--- src/rtl/sprite_pkg.sv ---
// Shared definitions for the sprite store: capture FSM states, default window
// geometry and the RGB888 -> RGB332 palette index mapping.
package sprite_pkg;

    localparam int SPRITE_WIDTH  = 256;
    localparam int SPRITE_HEIGHT = 256;

    typedef enum logic [1:0] {
        ST_IDLE    = 2'd0,
        ST_ARM     = 2'd1,
        ST_CAPTURE = 2'd2,
        ST_DONE    = 2'd3
    } capture_state_t;

    // index = {r[7:5], g[7:5], b[7:6]}; masks and shifts keep every input bit in the expression
    function automatic logic [7:0] rgb332(input logic [7:0] r,
                                          input logic [7:0] g,
                                          input logic [7:0] b);
        return (r & 8'hE0) | ((g & 8'hE0) >> 3) | (b >> 6);
    endfunction

endpackage

--- src/rtl/rgb332_quantize.sv ---
// Combinational RGB888 to 8-bit RGB332 palette index converter.
module rgb332_quantize
    import sprite_pkg::*;
(
    input  logic [7:0] red,
    input  logic [7:0] green,
    input  logic [7:0] blue,
    output logic [7:0] index
);

    assign index = rgb332(red, green, blue);

endmodule

--- src/rtl/sprite_capture.sv ---
// One-shot window grabber from the live pixel stream into the sprite image BRAM.
// Optional feature: define SPRITE_CAPTURE_CHECKSUM_EN to add checksum_out.
//
// state      | meaning
// IDLE       | waiting for start_in; origin latched on accept
// ARM        | waiting for the frame-start pixel (0,0)
// CAPTURE    | writing in-window pixels in raster order
// DONE       | single-cycle completion pulse
module sprite_capture
    import sprite_pkg::*;
#(
    parameter int  WIDTH  = SPRITE_WIDTH,
    parameter int  HEIGHT = SPRITE_HEIGHT,
    localparam int AW     = $clog2(WIDTH * HEIGHT)
) (
    input  logic          pixel_clk_in,
    input  logic          rst_n_in,
    input  logic          start_in,
    input  logic [10:0]   x_in,
    input  logic [9:0]    y_in,
    input  logic [10:0]   hcount_in,
    input  logic [9:0]    vcount_in,
    input  logic          valid_in,
    input  logic [7:0]    red_in,
    input  logic [7:0]    green_in,
    input  logic [7:0]    blue_in,
    output logic [AW-1:0] wr_addr_out,
    output logic [7:0]    wr_data_out,
    output logic          wr_en_out,
    output logic          busy_out,
    output logic          done_out,
    output logic [AW:0]   pixels_out
`ifdef SPRITE_CAPTURE_CHECKSUM_EN
   ,output logic [15:0]   checksum_out
`endif
);

    localparam int          LOG2W = $clog2(WIDTH);
    localparam logic [AW:0] TOTAL = (AW + 1)'(WIDTH * HEIGHT);
    localparam logic [11:0] W_EXT = 12'(WIDTH);
    localparam logic [10:0] H_EXT = 11'(HEIGHT);

    capture_state_t state, state_next;

    logic [10:0]   x_q;
    logic [9:0]    y_q;
    logic [11:0]   h_end;
    logic [10:0]   v_end;
    logic [10:0]   h_off;
    logic [9:0]    v_off;
    logic          frame_start;
    logic          capture_active;
    logic          second_start;
    logic          in_window;
    logic          pix_write;
    logic          exit_capture;
    logic          accept_start;
    logic [AW:0]   pixels_next;
    logic [AW-1:0] addr_next;
    logic [7:0]    pix_index;

    rgb332_quantize u_quantize (
        .red   (red_in),
        .green (green_in),
        .blue  (blue_in),
        .index (pix_index)
    );

    // Widened end coordinates so a window near the screen edge never wraps
    assign h_end = {1'b0, x_q} + W_EXT;
    assign v_end = {1'b0, y_q} + H_EXT;
    assign h_off = hcount_in - x_q;
    assign v_off = vcount_in - y_q;

    assign frame_start    = valid_in && (hcount_in == 11'd0) && (vcount_in == 10'd0);
    assign capture_active = (state == ST_CAPTURE) || ((state == ST_ARM) && frame_start);
    assign second_start   = (state == ST_CAPTURE) && frame_start;

    assign in_window = valid_in
                    && (hcount_in >= x_q) && ({1'b0, hcount_in} < h_end)
                    && (vcount_in >= y_q) && ({1'b0, vcount_in} < v_end);

    assign pix_write   = capture_active && in_window && !second_start;
    assign pixels_next = pix_write ? pixels_out + (AW + 1)'(1) : pixels_out;
    assign addr_next   = AW'((32'(v_off) << LOG2W) | 32'(h_off));

    // Second frame start means the rest of the window lies off-screen
    assign exit_capture = capture_active
                       && ((valid_in && ({1'b0, vcount_in} >= v_end))
                           || (pixels_next == TOTAL)
                           || second_start);

    always_comb begin
        state_next   = state;
        accept_start = 1'b0;
        busy_out     = 1'b0;
        done_out     = 1'b0;
        case (state)
            ST_IDLE: begin
                if (start_in) begin
                    accept_start = 1'b1;
                    state_next   = ST_ARM;
                end
            end
            ST_ARM: begin
                busy_out = 1'b1;
                if (frame_start) begin
                    state_next = exit_capture ? ST_DONE : ST_CAPTURE;
                end
            end
            ST_CAPTURE: begin
                busy_out = 1'b1;
                if (exit_capture) begin
                    state_next = ST_DONE;
                end
            end
            ST_DONE: begin
                done_out   = 1'b1;
                state_next = ST_IDLE;
            end
            default: state_next = ST_IDLE;
        endcase
    end

    always_ff @(posedge pixel_clk_in or negedge rst_n_in) begin
        if (!rst_n_in) begin
            state       <= ST_IDLE;
            x_q         <= '0;
            y_q         <= '0;
            pixels_out  <= '0;
            wr_en_out   <= 1'b0;
            wr_addr_out <= '0;
            wr_data_out <= '0;
        end else begin
            state     <= state_next;
            wr_en_out <= pix_write;
            if (accept_start) begin
                x_q        <= x_in;
                y_q        <= y_in;
                pixels_out <= '0;
            end else begin
                pixels_out <= pixels_next;
            end
            if (pix_write) begin
                wr_addr_out <= addr_next;
                wr_data_out <= pix_index;
            end
        end
    end

`ifdef SPRITE_CAPTURE_CHECKSUM_EN
    always_ff @(posedge pixel_clk_in or negedge rst_n_in) begin
        if (!rst_n_in) begin
            checksum_out <= '0;
        end else if (accept_start) begin
            checksum_out <= '0;
        end else if (pix_write) begin
            checksum_out <= checksum_out + {8'd0, pix_index};
        end
    end
`endif

endmodule

--- config.mk ---
export PLATFORM = sky130hd
export DESIGN_NAME = sprite_capture
export DESIGN_NICKNAME = d
export VERILOG_FILES = /design/src/rtl/sprite_pkg.sv /design/src/rtl/rgb332_quantize.sv /design/src/rtl/sprite_capture.sv
export SDC_FILE = /design/constraint.sdc
export NUM_CORES = 1
export LEC_CHECK = 0
export CELL_PAD_IN_SITES_DETAIL_PLACEMENT = 1
export CELL_PAD_IN_SITES_GLOBAL_PLACEMENT = 1
export CORE_ASPECT_RATIO = 0.8
export CORE_MARGIN = 2
export CORE_UTILIZATION = 39
export DETAILED_ROUTE_END_ITERATION = 6
export GPL_ROUTABILITY_DRIVEN = 0
export PLACE_DENSITY_LB_ADDON = 0.1
export SLEW_MARGIN = 10
export SYNTH_ARGS = -nofsm -noshare
export SYNTH_HDL_FRONTEND = slang
export SYNTH_SLANG_ARGS = --single-unit
--- constraint.sdc ---
create_clock -name pixel_clk_in -period 5.5 [get_ports pixel_clk_in]
set_input_delay 1.1 -clock pixel_clk_in [delete_from_list [all_inputs] [get_ports pixel_clk_in]]
set_output_delay 1.1 -clock pixel_clk_in [all_outputs]
set_load 0.02 [all_outputs]
==> flow_metrics.tcl, run 1 <==
set metrics [dict create \
    cts_resized 0 \
    power_density_mw_per_mm2 457 \
    async_flop_share_pct 100 \
    cts_root_buf "clkbuf_16" \
    fin_crit_sh_pct 87.4 \
    cts_inserted_buffers 9 \
    syn_area_per_cell_um2 9.32 \
    synth_top_area_cell "dfrtp_1" \
    grt_usage_pct 22.3 \
    postCtsHoldBufs 0 \
    min_to "wr_addr_out[1]$_DFFE_PN0N_" \
    postLayoutCellArea_mm2 0.00560 \
    synth_area_leaders "dfrtp_1 (39%), ha_1 (10%), mux2_2 (5.4%), nand2_1 (4.0%), xor2_1 (4.0%)" \
    dp_hpwl_um 9310 \
    grt_pass1_wl_um 19900 \
    drive_gt1_share_pct 9.06 \
    endpoint_kind "flop" \
    rows 33 \
    max_cap_viol_count 0 \
    dr_total_vias 3658 \
    post_cts_buffers 0 \
    setup_tns_ps 0 \
    outcome "complete, no violations" \
    numPortBuffers 97 \
    ys_seq_area_share_pct 39.0 \
    start_util_pct 40.4 \
    min_from "wr_addr_out[1]$_DFFE_PN0N_" \
    synth_common_cells "dfrtp_1 (65), nand2_1 (45), nor2_1 (43)" \
    remaining_drc_errors 0 \
    clock_sinks 65 \
    grt_pass1_vias 3903 \
    htreeDepth 3 \
    drv_slew 0 \
    required_ps 5700 \
    synth_area_mm2 0.00418 \
    synth_fp_nets 554 \
    die_h_um 96.5 \
    cts_max_path_buffers 2 \
    areaGrowthSynthToFinish_pct 34.1 \
    nNetsFinal 653 \
    yosysTopAreaCellShare_pct 39.0 \
    cts_tree "done" \
    crit_start "hcount_in[0]" \
    wl_per_cell_um 17.4 \
    power.leakage_nw 2.56 \
    hold_depth 1 \
    grt_overflow_total 0 \
    antenna_found_initial 0 \
    die_area_mm2 0.0116 \
    r2r-start "x_q[8]$_DFFE_PN0P_" \
    grt_max_degree 43 \
    grt_setup_unrepaired "no" \
    placed_cell_area_mm2 0.00529 \
    fin_skew_ps 4.14 \
    ir_drop_uv 214 \
    ant_nets 0 \
    synth_most_common_cell "dfrtp_1" \
    routed_wirelength_um 12000 \
    critical_path_class "in -> reg" \
    rr_worst_depth 14 \
    diodes 0 \
    critPathMaxFanout 25 \
    synth_flop_cell "dfrtp_1" \
    synth_edf_count 0 \
    final.fill_count 1181 \
    fin_crit_ps 4800 \
    rrSetupSlack_ps 1580 \
    ys_ff_latch 65 \
    postSynthCellCount 448 \
    max_freq_mhz 208 \
    max_slew_margin_pct 35.9 \
    firstDrtPassIters 4 \
    clk_pin_slew_ps 50 \
    synth_cell_type_count 55 \
    hold_violations 0 \
    detailedRoute.firstIterationViolations 98 \
    start_kind "input port" \
    die_x_um 120 \
    setup_viol 0 \
    max_slew.worst_pin.slew_ps 961 \
    worst_r2r_endpoint "state[1]$_DFFE_PN0P_" \
    worstHoldPathType "reg -> reg" \
    cp.arrival_ps 5010 \
    core_area_mm2 0.0103 \
    ios 114 \
    vias_per_cell 5.29 \
    insertion_delay_ps 330 \
    yosys_warnings 0 \
]
==> layer usage <==
layer  share of wire [%]  vias up  global-route usage, %  wire (um)
met2                  46       85                   36.9       5520
met5                   0        -                      0          0
met3                 4.6        6                   5.11        549
met1                  49     1799                   29.9       5870
li1                    -     1768                      -          -
met4                0.71        0                   5.98         85
==> critical path, cell delays in order <==
cell	delay, ps
clkdlybuf4s50_1	510
inv_1	70
ha_1	220
fa_1	410
nand2b_1	170
a21oi_1	280
a21oi_1	190
o41ai_1	390
or4_4	220
inv_2	180
a211o_1	330
a221o_1	370
nor4_2	300
or2_1	180
o21ai_0	80
==> layout by cell type, fill, tap and decap left out, types with 8 or more instances in the layout <==
cell type,Yosys,final
clkdlybuf4s50_1,0,96
dfrtp_1,65,65
nand2_1,45,45
nor2_1,43,43
ha_1,34,34
inv_1,31,31
o21ai_0,29,29
mux2_2,20,20
xor2_1,19,19
a21oi_1,18,18
xnor2_1,15,15
nand4_1,10,10
clkbuf_16,0,9
and3_1,8,8
==> sequential cells by signal (all words and copies together), names as in the netlist <==
| register | flops |
|---|---|
| pixels_out | 17 |
| wr_addr_out | 16 |
| x_q | 11 |
| y_q | 10 |
| wr_data_out | 8 |
| state | 2 |
| wr_en_out | 1 |
==> metrics by stage <==
step / power (W) / cells / util, % / hold slack [ps] / setup slack, ps
final: 0.00256 / 692 / 54.2 / 480 / 696
after global routing: 0.00277 / 692 / 54.2 / 509 / 453
after CTS: 0.00259 / 692 / 54.2 / 487 / 696
after detailed placement: 0.00197 / 676 / 51.2 / 475 / 374
after global placement: 0.00191 / 676 / 51.2 / 459 / 563
after floorplan: 0.00153 / 448 / - / 485 / 1580
==> area by class of cell <==
type | count | area (um2) | share of cell area (%)
clock buffer | 14 | 274 | 4.89
clock inverter | 2 | 35.0 | 0.626
inverter | 33 | 124 | 2.21
multi-input combinational | 336 | 2360 | 42.2
sequential | 65 | 1630 | 29.1
tap | 140 | 175 | 3.13
timing repair buffer | 102 | 1000 | 17.9
==> report_power, final <==
part           switching [W]  leakage (nW)  internal (W)
clock network       0.000202         0.153      0.000387
logic               0.000702          1.54      0.000570
registers          0.0000793         0.861      0.000620
total               0.000983          2.56       0.00158
==> worst max path at each step <==
stage | end | slack (ps) | depth (start not counted)
global route | state[1]$_DFFE_PN0P_ | 450 | 15
finish | state[1]$_DFFE_PN0P_ | 700 | 15
CTS | state[1]$_DFFE_PN0P_ | 700 | 15
floorplan | state[1]$_DFFE_PN0P_ | 1580 | 15
global placement | state[1]$_DFFE_PN0P_ | 560 | 15
detailed placement | state[1]$_DFFE_PN0P_ | 370 | 15
==> cells by family (layout without fill, tap and decap cells) <==
kind of cell               count (synthesis)  after routing  share of synthesized area, %
and+or+nand+nor                          148            148                          17.4
AOI/OAI and AO/OA                         96             96                          14.9
DFF                                       65             65                          39.0
buffers and inverters                     47            151                          4.52
adders and majority gates                 36             36                          11.1
xor gates and xnor gates                  34             34                          7.13
muxes                                     22             22                          5.87
Power figures use the tool's default switching activity.
==> run 2: changes to the inputs <==
CTS_CLUSTER_DIAMETER = 80   (was not set)
==> results of run 2 <==
Final layout, timing and power as in run 1 (identical DEF).
==> run 3: changes to the inputs <==
SYNTH_HIERARCHICAL = 1   (was not set)
==> run 3 against run 2 <==
Design area decreased by 1.2%. Synthesized cell count grew 4.9%. Clock power grew 8.1%. Sequential power rose by 3.4%. Clock-buffer cell count decreased by 4. Highest routed layer unchanged.
==> flow_metrics.tcl, run 3 <==
set metrics [dict create \
    drive_gt1_share_pct 6.55 \
    drv_slew 0 \
    firstDrtPassIters 4 \
    nNetsFinal 666 \
    ys_ff_latch 65 \
    finalPower_w 0.00276 \
    grt_usage_pct 22.7 \
    yosys_warnings 6 \
    post_cts_buffers 0 \
    setup_tns_ps 0 \
    cts_max_path_buffers 2 \
    htreeDepth 3 \
    start_util_pct 40.2 \
    cp.arrival_ps 5180 \
    async_flop_share_pct 100 \
    synth_edf_count 0 \
    core_area_mm2 0.0103 \
    ir_drop_uv 237 \
    grt_setup_unrepaired "no" \
    required_ps 5720 \
    rows 33 \
    cts_tree "done" \
    critical_path_class "in -> reg" \
    dp_hpwl_um 9220 \
    synth_area_leaders "dfrtp_1 (39%), ha_1 (10%), nand2_1 (7.0%), xor2_1 (4.0%), xnor2_1 (3.6%)" \
    ys_seq_area_share_pct 39.2 \
    synth_flop_cell "dfrtp_1" \
    numPortBuffers 97 \
    max_freq_mhz 202 \
    grt_overflow_total 0 \
    cts_root_buf "clkbuf_16" \
    insertion_delay_ps 340 \
    hold_violations 0 \
    detailedRoute.firstIterationViolations 196 \
    clk_pin_slew_ps 50 \
    cts_inserted_buffers 9 \
    power.leakage_nw 2.46 \
    grt_pass1_wl_um 20200 \
    synth_most_common_cell "nand2_1" \
    synth_cell_type_count 54 \
    worstHoldPathType "reg -> reg" \
    antenna_found_initial 0 \
    synth_common_cells "nand2_1 (77), dfrtp_1 (65), ha_1 (34)" \
    fin_crit_sh_pct 90.2 \
    synth_area_mm2 0.00415 \
    final.fill_count 1237 \
    postLayoutCellArea_mm2 0.00553 \
    regMostFlops "pixels_out" \
    fin_skew_ps 8.43 \
    placed_cell_area_mm2 0.00520 \
    cts_resized 0 \
    synth_fp_nets 576 \
    die_area_mm2 0.0115 \
    setup_viol 0 \
    grt_max_degree 47 \
    postCtsHoldBufs 0 \
    final_cell_mix "clkdlybuf4s50_1 (96), nand2_1 (77), dfrtp_1 (65)" \
    holdWs_ps 480 \
    postSynthCellCount 470 \
    top_regs "pixels_out x17, wr_addr_out x16, x_q x11" \
    yosysTopAreaCellShare_pct 39.2 \
    start_kind "input port" \
    largest_reg_flops 17 \
    die_h_um 96.3 \
    max_slew.worst_pin.slew_ps 807 \
    synth_top_area_cell "dfrtp_1" \
    critPathMaxFanout 9 \
    wl_per_cell_um 17.4 \
    max_cap_viol_count 0 \
    endpoint_kind "flop" \
    dr_total_vias 3654 \
    areaGrowthSynthToFinish_pct 33.3 \
    remaining_drc_errors 0 \
    syn_area_per_cell_um2 8.83 \
    fin_crit_ps 4960 \
    vias_per_cell 5.18 \
    grt_pass1_vias 3890 \
    power_density_mw_per_mm2 498 \
    layout_commonest_cell "clkdlybuf4s50_1" \
    outcome "complete, no violations" \
    diodes 0 \
    die_x_um 119 \
    ios 114 \
    clock_sinks 65 \
    ant_nets 0 \
    routed_wirelength_um 12300 \
    max_slew_margin_pct 46.2 \
]
## run 3: changes by cell type after synthesis, moves of 4 or more
cell | before | now
nor2_1 | 43 | 33
and3_1 | 8 | 3
mux2_2 | 20 | 2
o21ai_1 | 1 | 12
nand3_1 | 5 | 13
nand2_1 | 45 | 77
buf_2 | 4 | 0
buf_4 | 0 | 8
nor3_1 | 4 | 11
o211ai_1 | 5 | 1
## run 3: through the flow
| stage | util [%] | cells | setup WS [ps] |
|---|---|---|---|
| 3_3_place_gp | 50.4 | 689 | 302 |
| 3_5_place_dp | 50.4 | 689 | 255 |
| 6_report | 53.6 | 705 | 537 |
| 4_1_cts | 53.6 | 705 | 542 |
| 5_1_grt | 53.6 | 705 | 342 |
| 2_1_floorplan | - | 470 | 1210 |
## run 3: worst paths after layout
kind                                             start                          end  slack [ps]  cells past startpoint
max in group asynchronous                     rst_n_in           y_q[3]$_DFFE_PN0P_        3780                      2
max                                       vcount_in[0]         state[1]$_DFFE_PN0P_         540                     15
max reg2reg                         y_q[0]$_DFFE_PN0P_         state[1]$_DFFE_PN0P_        1500                     13
min                        wr_addr_out[14]$_DFFE_PN0N_  wr_addr_out[14]$_DFFE_PN0N_         480                      2
min in group asynchronous                     rst_n_in           x_q[3]$_DFFE_PN0P_         740                      1
min reg2reg                wr_addr_out[14]$_DFFE_PN0N_  wr_addr_out[14]$_DFFE_PN0N_         480                      2
## run 3: final cells by class
class,count,area [um2],share of cell area [%]
clock inverter,6,91.3,1.65
clock buffer,10,239,4.32
timing repair buffer,101,996,18.0
sequential,65,1630,29.4
inverter,37,139,2.51
multi-input combinational,346,2270,41.0
tap,140,175,3.17
## run 3: logic make-up after synthesis
kind of cell             after synthesis  synth area share (%)
flip-flops                            65                  39.2
multiplexers                           9                  2.53
adder cells (fa/ha/maj)               36                  11.2
AO/OA/AOI/OAI                         90                  13.0
AND/OR/NAND/NOR                      175                  20.2
XOR/XNOR                              36                  7.60
buffers and inverters                 59                  6.24
## run 3: worst max-delay path: stages
cell and delay, ps:
clkdlybuf4s50_1 510, inv_1 70, ha_1 220, fa_1 420, nor2b_1 180, o31a_1 190, nor3_1 80, o31ai_1 340
nand3b_2 170, or2_4 330, or3_1 380, a211o_1 330, o41a_1 340, a21o_1 220, mux2_4 300
## run 3: power breakdown
group          switching [W]  total, W  leakage, nW  internal [W]
sequential         0.0000880  0.000723        0.855      0.000635
clock               0.000227  0.000637        0.163      0.000410
combinational       0.000795   0.00140         1.44      0.000602
## run 3: layer usage
layer,track usage (%),vias up,part of all wire [%]
li1,-,1775,-
met1,30.2,1778,48
met2,37.7,84,46
met3,4.50,17,4.3
met4,7.25,0,1.6
met5,0,-,0
